File: src/rtl/sata_oob_detector.sv
// Serial ATA OOB receive detector. It conditions rxsignaldetect, measures the
// burst and gap run lengths, and classifies complete sequences as COMINIT or
// COMWAKE.
module sata_oob_detector #(
    parameter int unsigned SYNC_STAGES = 2,
    parameter int unsigned FILTER      = 2,
    parameter int unsigned BURST_MIN   = 14,
    parameter int unsigned BURST_MAX   = 18,
    parameter int unsigned GAPINIT_MIN = 46,
    parameter int unsigned GAPINIT_MAX = 50,
    parameter int unsigned GAPWAKE_MIN = 14,
    parameter int unsigned GAPWAKE_MAX = 18,
    parameter int unsigned BURSTS      = 6,
    parameter int unsigned OOBFIN      = 90
) (
    input  logic                          clk,
    input  logic                          reset,
    input  logic                          en,
    input  logic                          rxsignaldetect,
    output logic                          cominit,
    output logic                          comwake,
    output logic                          oob_err,
    output logic                          oobfinish,
    output logic [$clog2(BURSTS+1)-1:0]   burst_num
);
    localparam int unsigned MAX_BG  = (GAPINIT_MAX > BURST_MAX) ? GAPINIT_MAX : BURST_MAX;
    localparam int unsigned RUN_SAT = ((MAX_BG > OOBFIN) ? MAX_BG : OOBFIN) + 1;
    localparam int unsigned RUN_W   = $clog2(RUN_SAT + 1);
    localparam int unsigned CNT_W   = $clog2(BURSTS + 1);
    localparam int unsigned FLT_W   = (FILTER > 1) ? $clog2(FILTER) : 1;

    localparam logic [RUN_W-1:0] RUN_SAT_V = RUN_W'(RUN_SAT);
    localparam logic [RUN_W-1:0] BMIN_V    = RUN_W'(BURST_MIN);
    localparam logic [RUN_W-1:0] BMAX_V    = RUN_W'(BURST_MAX);
    localparam logic [RUN_W-1:0] IMIN_V    = RUN_W'(GAPINIT_MIN);
    localparam logic [RUN_W-1:0] IMAX_V    = RUN_W'(GAPINIT_MAX);
    localparam logic [RUN_W-1:0] WMIN_V    = RUN_W'(GAPWAKE_MIN);
    localparam logic [RUN_W-1:0] WMAX_V    = RUN_W'(GAPWAKE_MAX);
    localparam logic [RUN_W-1:0] GTO_V     = RUN_W'(GAPINIT_MAX + 1);
    localparam logic [RUN_W-1:0] BTO_V     = RUN_W'(BURST_MAX + 1);
    localparam logic [RUN_W-1:0] FIN_V     = RUN_W'(OOBFIN);
    localparam logic [FLT_W-1:0] FLT_LAST  = FLT_W'(FILTER - 1);
    localparam logic [CNT_W-1:0] BURSTS_V  = CNT_W'(BURSTS);

    typedef enum logic [1:0] {StIdle, StGap, StBurst} state_t;
    typedef enum logic [1:0] {KindNone, KindInit, KindWake} kind_t;

    logic [SYNC_STAGES-1:0] sync_q;
    logic                   sync_out;
    logic                   sigdet_q, sigdet_d, prev_q;
    logic [FLT_W-1:0]       flt_cnt_q, flt_cnt_d;
    logic [RUN_W-1:0]       run_q, run_d, len_q;
    logic                   oobfinish_q;
    logic                   rise, fall;
    logic                   burst_ok, in_init, in_wake;

    state_t                 state_q, state_d;
    kind_t                  kind_q, kind_d;
    logic [CNT_W-1:0]       count_q, count_d, count_inc;
    logic                   cominit_q, cominit_d, comwake_q, comwake_d, err_q, err_d;
    logic                   abort;

    assign sync_out  = sync_q[SYNC_STAGES-1];
    // run_q counts the current level including this cycle, so on an edge
    // cycle len_q (last cycle's run_q) is the length of the finished level.
    assign rise      = sigdet_q & ~prev_q;
    assign fall      = ~sigdet_q & prev_q;
    assign burst_ok  = (len_q >= BMIN_V) && (len_q <= BMAX_V);
    assign in_init   = (len_q >= IMIN_V) && (len_q <= IMAX_V);
    assign in_wake   = (len_q >= WMIN_V) && (len_q <= WMAX_V);
    assign count_inc = count_q + 1'b1;

    // Synchroniser chain for the asynchronous squelch input.
    always_ff @(posedge clk) begin
        if (reset) sync_q <= '0;
        else       sync_q <= {sync_q[SYNC_STAGES-2:0], rxsignaldetect};
    end

    // Glitch filter and run-length counter next state.
    always_comb begin
        sigdet_d  = sigdet_q;
        flt_cnt_d = '0;
        if (sync_out != sigdet_q) begin
            if (flt_cnt_q == FLT_LAST) sigdet_d = sync_out;
            else                       flt_cnt_d = flt_cnt_q + 1'b1;
        end
        if (sigdet_d != sigdet_q)  run_d = RUN_W'(1);
        else if (run_q == RUN_SAT_V) run_d = run_q;
        else                       run_d = run_q + 1'b1;
    end

    // Conditioning registers: filtered level, edge history, run lengths.
    always_ff @(posedge clk) begin
        if (reset) begin
            sigdet_q    <= 1'b0;
            prev_q      <= 1'b0;
            flt_cnt_q   <= '0;
            run_q       <= '0;
            len_q       <= '0;
            oobfinish_q <= 1'b0;
        end else begin
            sigdet_q    <= sigdet_d;
            prev_q      <= sigdet_q;
            flt_cnt_q   <= flt_cnt_d;
            run_q       <= run_d;
            len_q       <= run_q;
            oobfinish_q <= sigdet_q && (run_q >= FIN_V);
        end
    end

    // Sequence FSM: next state, burst count, kind lock and pulse requests.
    always_comb begin
        state_d   = state_q;
        kind_d    = kind_q;
        count_d   = count_q;
        cominit_d = 1'b0;
        comwake_d = 1'b0;
        err_d     = 1'b0;
        abort     = 1'b0;
        if (!en) begin
            state_d = StIdle;
            kind_d  = KindNone;
            count_d = '0;
        end else begin
            case (state_q)
                StIdle: begin
                    kind_d  = KindNone;
                    count_d = '0;
                    if (fall && burst_ok) begin
                        count_d = CNT_W'(1);
                        state_d = StGap;
                    end
                end
                StGap: begin
                    if (rise) begin
                        if (in_init && kind_q != KindWake) begin
                            kind_d  = KindInit;
                            state_d = StBurst;
                        end else if (in_wake && kind_q != KindInit) begin
                            kind_d  = KindWake;
                            state_d = StBurst;
                        end else begin
                            abort = 1'b1;
                        end
                    end else if (run_q >= GTO_V) begin
                        abort = 1'b1;
                    end
                end
                StBurst: begin
                    if (fall) begin
                        if (!burst_ok) begin
                            abort = 1'b1;
                        end else if (count_inc == BURSTS_V) begin
                            cominit_d = (kind_q == KindInit);
                            comwake_d = (kind_q == KindWake);
                            state_d   = StIdle;
                            kind_d    = KindNone;
                            count_d   = '0;
                        end else begin
                            count_d = count_inc;
                            state_d = StGap;
                        end
                    end else if (run_q >= BTO_V) begin
                        abort = 1'b1;
                    end
                end
                default: state_d = StIdle;
            endcase
            if (abort) begin
                err_d   = 1'b1;
                state_d = StIdle;
                kind_d  = KindNone;
                count_d = '0;
            end
        end
    end

    // FSM state and registered output pulses.
    always_ff @(posedge clk) begin
        if (reset) begin
            state_q   <= StIdle;
            kind_q    <= KindNone;
            count_q   <= '0;
            cominit_q <= 1'b0;
            comwake_q <= 1'b0;
            err_q     <= 1'b0;
        end else begin
            state_q   <= state_d;
            kind_q    <= kind_d;
            count_q   <= count_d;
            cominit_q <= cominit_d;
            comwake_q <= comwake_d;
            err_q     <= err_d;
        end
    end

    assign cominit   = cominit_q;
    assign comwake   = comwake_q;
    assign oob_err   = err_q;
    assign oobfinish = oobfinish_q;
    assign burst_num = count_q;

endmodule
File: config.mk
export PLATFORM = sky130hd
export DESIGN_NAME = sata_oob_detector
export DESIGN_NICKNAME = d
export VERILOG_FILES = /design/src/rtl/sata_oob_detector.sv
export SDC_FILE = /design/constraint.sdc
export NUM_CORES = 1
export LEC_CHECK = 0
export ABC_AREA = 1
export CELL_PAD_IN_SITES_DETAIL_PLACEMENT = 0
export CELL_PAD_IN_SITES_GLOBAL_PLACEMENT = 1
export CORE_MARGIN = 4
export CORE_UTILIZATION = 41
export CTS_CLUSTER_SIZE = 40
export DETAILED_ROUTE_END_ITERATION = 10
export PLACE_DENSITY = 0.88
export SLEW_MARGIN = 20
export SYNTH_ARGS = -nofsm -noshare
export SYNTH_HDL_FRONTEND = slang
export SYNTH_SLANG_ARGS = --single-unit
File: constraint.sdc
create_clock -name clk -period 1.7 [get_ports clk]
set_input_delay 0.255 -clock clk [delete_from_list [all_inputs] [get_ports clk]]
set_output_delay 0.255 -clock clk [all_outputs]
set_load 0.1 [all_outputs]
# Yosys cells after proc, flatten, opt, wreduce, memory -nomap -nowiden
# Cells that the tools add are included.
# totals
in_bits,4
latchBits,0
reg_bits,30
rom_bits,0
ramBits,0
output_inout_bits,7
n_memories,0
# op_classes
shifts,0
n_lt_le_gt_ge,7
n_eq_ne,17
n_bitwise,10
n_div,0
mul,0
mux,33
n_reduce_logical,17
addsub,3
# op_table
cell,n
two-way mux 2 bit,11
two-way mux 1 bit,15
"greater-or-equal comparator 7 x 6 -> 1 bit, second input constant",2
"inequality test 2 bit, second input constant",7
case mux 2 bit (3 select lines),2
two-way mux 3 bit,3
inverter 1 bit,8
"adder 7 x 1 -> 7 bit, second input constant",1
"equality test 7 bit, second input constant",1
"greater-or-equal comparator 7 x 4 -> 1 bit, second input constant",1
"greater-or-equal comparator 7 x 5 -> 1 bit, second input constant",1
"greater-or-equal comparator 7 bit, second input constant",1
"<= comparator 7 x 5 -> 1 bit, second input constant",1
"<= comparator 7 x 6 -> 1 bit, second input constant",1
logical AND 1 bit,6
case mux 3 bit (2 select lines),1
AND reduction 6 bit,1
OR reduction 3 bit,2
OR reduction 6 bit,1
AND reduction 5 bit,1
"equality test 2 x 1 -> 1 bit, second input constant",2
"equality test 2 bit, second input constant",2
OR reduction 2 bit,2
"adder 3 x 1 -> 3 bit, second input constant",1
11 further kinds,13

# Longest topological paths before layout
# logic_depth
ltp_word,9
depth_mapped,12
mapped_depth_nobuf,12

# Worst setup path after synthesis
# Ideal clock, no wire load.
# synth_timing
path_kind,flip-flop to flip-flop
from,"reg count_q[0], in the netlist burst_num[0]"
to,reg kind_q[1]
period_less_slack_ns,2.153
setup_slack_ns,-0.453
path_stages_with_launch,10
setup_ns,0.113
path_buffers,0
t_arrival_ns,2.040
cell_sequence,dfxtp_1 -> ha_1 -> xor2_1 -> nand2_1 -> a21oi_1 -> nand3_1 -> nand2_1 -> nand2_1 -> inv_1 -> nor2_2
# synth_between
elab_chain_cells,4
# synth_rtl
element,line_no,source
from (decl),59,"logic [CNT_W-1:0] count_q, count_d, count_inc;"
from (signal assigned),190,count_q <= count_d;
adder 3 x 1 -> 3 bit,71,assign count_inc = count_q + 1'b1;
equality test 3 bit,153,end else if (count_inc == BURSTS_V) begin
inequality test 2 bit (no line),-,
AND reduction 6 bit (no line),-,
to (signal assigned),182,kind_q <= KindNone;
to (signal assigned),189,kind_q <= kind_d;
to (decl),58,"kind_t kind_q, kind_d;"
# Every way passes these cells.
# A chain may end at the register's enable or synchronous reset.

# Final worst setup path
# layout_timing
from,reg state_q[1]
to,reg kind_q[1]
# layout_between
elab_chain_cells,4
word_cells_on_any_way,14
cone_classes,eq/ne: 7; mux: 3; reduce/logical: 4
# layout_rtl
element,line_no,source
from (decl),57,"state_t state_q, state_d;"
from (signal assigned),181,state_q <= StIdle;
from (signal assigned),188,state_q <= state_d;
equality test 2 bit / equality test 2 x 1 -> 1 bit (equally long branches),125,case (state_q)
case mux 1 bit (2 select lines),125,
two-way mux 1 bit,120,if (!en) begin
OR reduction 3 bit (no line),-,
# Parallel ways exist; a longest one is shown, timed or not. The select of a mux whose other input is x is not followed.

==> out/results.tsv <==
metric	value	unit
WL per Instance	10.05	um
Initial DRT Pass Iterations	5	
Hold WC Path Type	flop to flop	
GR Overflow Total	0	
Clock Sinks	30	
routed wire length	2.785	mm
leading area contributor after synthesis	dfxtp_1	
crit-path max FO	5	
CP cell instances	inv_1, ha_1, nand2_1, nand2_1, a21oi_2, nand3_1, nand2_1, nand2_1, inv_1, nor2_2	
total chip power	1.241	mW
largest net degree at the start of global routing	12	
Total Nets Final	242	
Non-Filler Instances	277	
Max Cap Viol	0	
RD Place Congestion	0.8346	
Tmin final	1.504	ns
Syn-to-layout area delta	21.59	%
post-cts resize count	0	
Syn Inst Count	213	
diode count	0	
Filler cells	349	
ANT nets after route	0	
Final WS setup	0.1955	ns
peak supply drop	478.4	uV
Synth Warn #	0	
dpl cell area	1738	sq um
CTS Buf Count	5	
Mapped Nets	225	
drt drc	0	
Syn Area/Cell	7.020	sq um
CP max stage cell	dfxtp_1	
gr usage total	14.34	%
Pleak	0.8260	nW
number of setup buffers added after CTS	0	
startpoint types	flop	
I/O Buffers	10	
Core Area	3416	sq um
critical path class	flop to flop	
unrepaired setup endpoints after global routing	no	
WL met1	1.423	mm
TritonCTS clock tree	built	
die area	4677	sq um
placed cell count	269	
status	completed	
synthesized area	1495	sq um
clk root buf	clkbuf_4	
setup tns final	0	ns
max_slew headroom	54.24	%
uppermost layer routed	met4	
clk_lat worst skew	0.32	ns
standard-cell row count	21	
Starting DRT DRC Count	53	
register area share after synthesis	40.17	%
pre-CTS setup slack	0.1313	ns
vias in the first global route	1144	
Max Root-Sink Buffers	2	
Final setup viols	0	
post-synth top area share	40.17	%
Worst setup EP type	flop	
Tcrit/Tclk final	88.50	%
CP Data Arrival Time	1.73	ns
share of layout cells above drive strength 1	16.88	%
ranking of synthesized cells by area	dfxtp_1, nand2_1, inv_1, nor2_1, ha_1	
max-slew violation count	0	
Crit path largest cell delay	0.39	ns
CP most frequent cell	nand2_1	
Cell variety after synth	24	
fmax	664.7	MHz
Cell Pwr Density	682.5	nW/um^2
Via-to-Cell Ratio	4.567	
Die Y	68.39	um
Vias	1265	
most common cell after layout, fill and taps aside	nand2_1	
met2 WL post-DR	1.216	mm
first-pass GRT wire length	4.961	mm
die width	68.39	um
fin area	1818	sq um
Hold-fix buffers, CTS	0	
initial core utilization	43.77	%
initial antenna violation count	0	
Slew @ Worst Pin	0.6793	ns
final number of hold-violating endpoints	0	
number of synthesized register bits	30	
WL met3	107	um
clk_skew	0.005724	ns
# H-tree levels	2	
Reg clk slew, reported paths	0.09	ns
I/O pin cnt	11	
most frequent cells in the layout	nand2_1, inv_1, nor2_1	
HPWL after detailed placement	2.168	mm
Worst EP required	1.92	ns
-- synth_stat cells --
cell type / number
nand2_1: 48
inv_1: 31
dfxtp_1: 30
nor2_1: 30
a21oi_1: 10
nand3_1: 9
ha_1: 8
nand4_1: 8
o21ai_0: 7
nor2_2: 6
inv_2: 4
nand2_2: 4
nor3_1: 4
o22ai_1: 2
xnor2_1: 2
xor2_1: 2
a211oi_1: 1
buf_2: 1
clkbuf_1: 1
clkinv_1: 1
nand2_4: 1
nand4_2: 1
nor4_1: 1
o211a_1: 1
-- path summary, 6_finish.rpt --
kind                                start                endpoint  slack [ns]  cells after the start
hold / removal       sync_q[0]$_SDFF_PP0_    sync_q[1]$_SDFF_PP0_        0.41                      2
hold reg to reg      sync_q[0]$_SDFF_PP0_    sync_q[1]$_SDFF_PP0_        0.41                      2
setup reg to reg  state_q[1]$_SDFFE_PP0P_  kind_q[1]$_SDFFE_PP0P_        0.20                     10
setup / recovery  state_q[1]$_SDFFE_PP0P_  kind_q[1]$_SDFFE_PP0P_        0.20                     10
-- power by group --
group	switching, mW	total [mW]	internal, mW
clock network	0.232	0.432	0.200
registers	0.0147	0.731	0.716
logic	0.0451	0.0773	0.0321
-- state kept, by name, indices dropped and copies added, names as in the netlist --
register	flops
oobfinish	1
cominit	1
sync_q	2
comwake	1
state_q	2
prev_q	1
burst_num	3
len_q	7
kind_q	2
flt_cnt_q	1
run_q	7
oob_err	1
sigdet_q	1
-- worst max-delay path: cells and delay by family, from the launching register on --
kind / cells / cell delay [ns]
compound gates: 1 / 0.15
fa+ha+maj: 1 / 0.24
buf+inv: 2 / 0.14
flops: 1 / 0.39
simple gates: 6 / 0.49
-- layer usage --
layer | vias up | GRT usage (%)
met5 | - | 0
met4 | 0 | 4.467
met2 | 17 | 21.93
met1 | 540 | 18.53
met3 | 5 | 5.419
li1 | 703 | -
-- metrics by stage --
stage / hold slack, ns / utilization (%)
floorplan: 0.3389 / -
global placement: 0.3957 / 50.88
detailed placement: 0.3968 / 50.88
CTS: 0.4113 / 52.64
global route: 0.4508 / 53.22
finish: 0.4094 / 53.22
-- cells by family (layout without fill, tap and decap cells) --
logic type	Yosys count	in the layout	synth area share, %
adder cells (fa/ha/maj)	8	8	6.695
buffers and inverters	38	56	9.622
AO/OA/AOI/OAI	21	21	7.699
XOR/XNOR	4	4	2.344
flip-flops	30	30	40.17
AND/OR/NAND/NOR	112	112	33.47
-- area by class of cell --
class / instances / area (sq um) / share of cell area [%]
clock buffers: 7 / 55.05 / 3.028
clock inverters: 1 / 5.005 / 0.2753
well taps: 46 / 57.56 / 3.166
multi-input cells: 145 / 769.5 / 42.33
inverters: 36 / 135.1 / 7.433
repair buffers: 12 / 185.2 / 10.19
flip-flops and latches: 30 / 610.6 / 33.59
No activity file was read; power rests on OpenSTA's default activity.
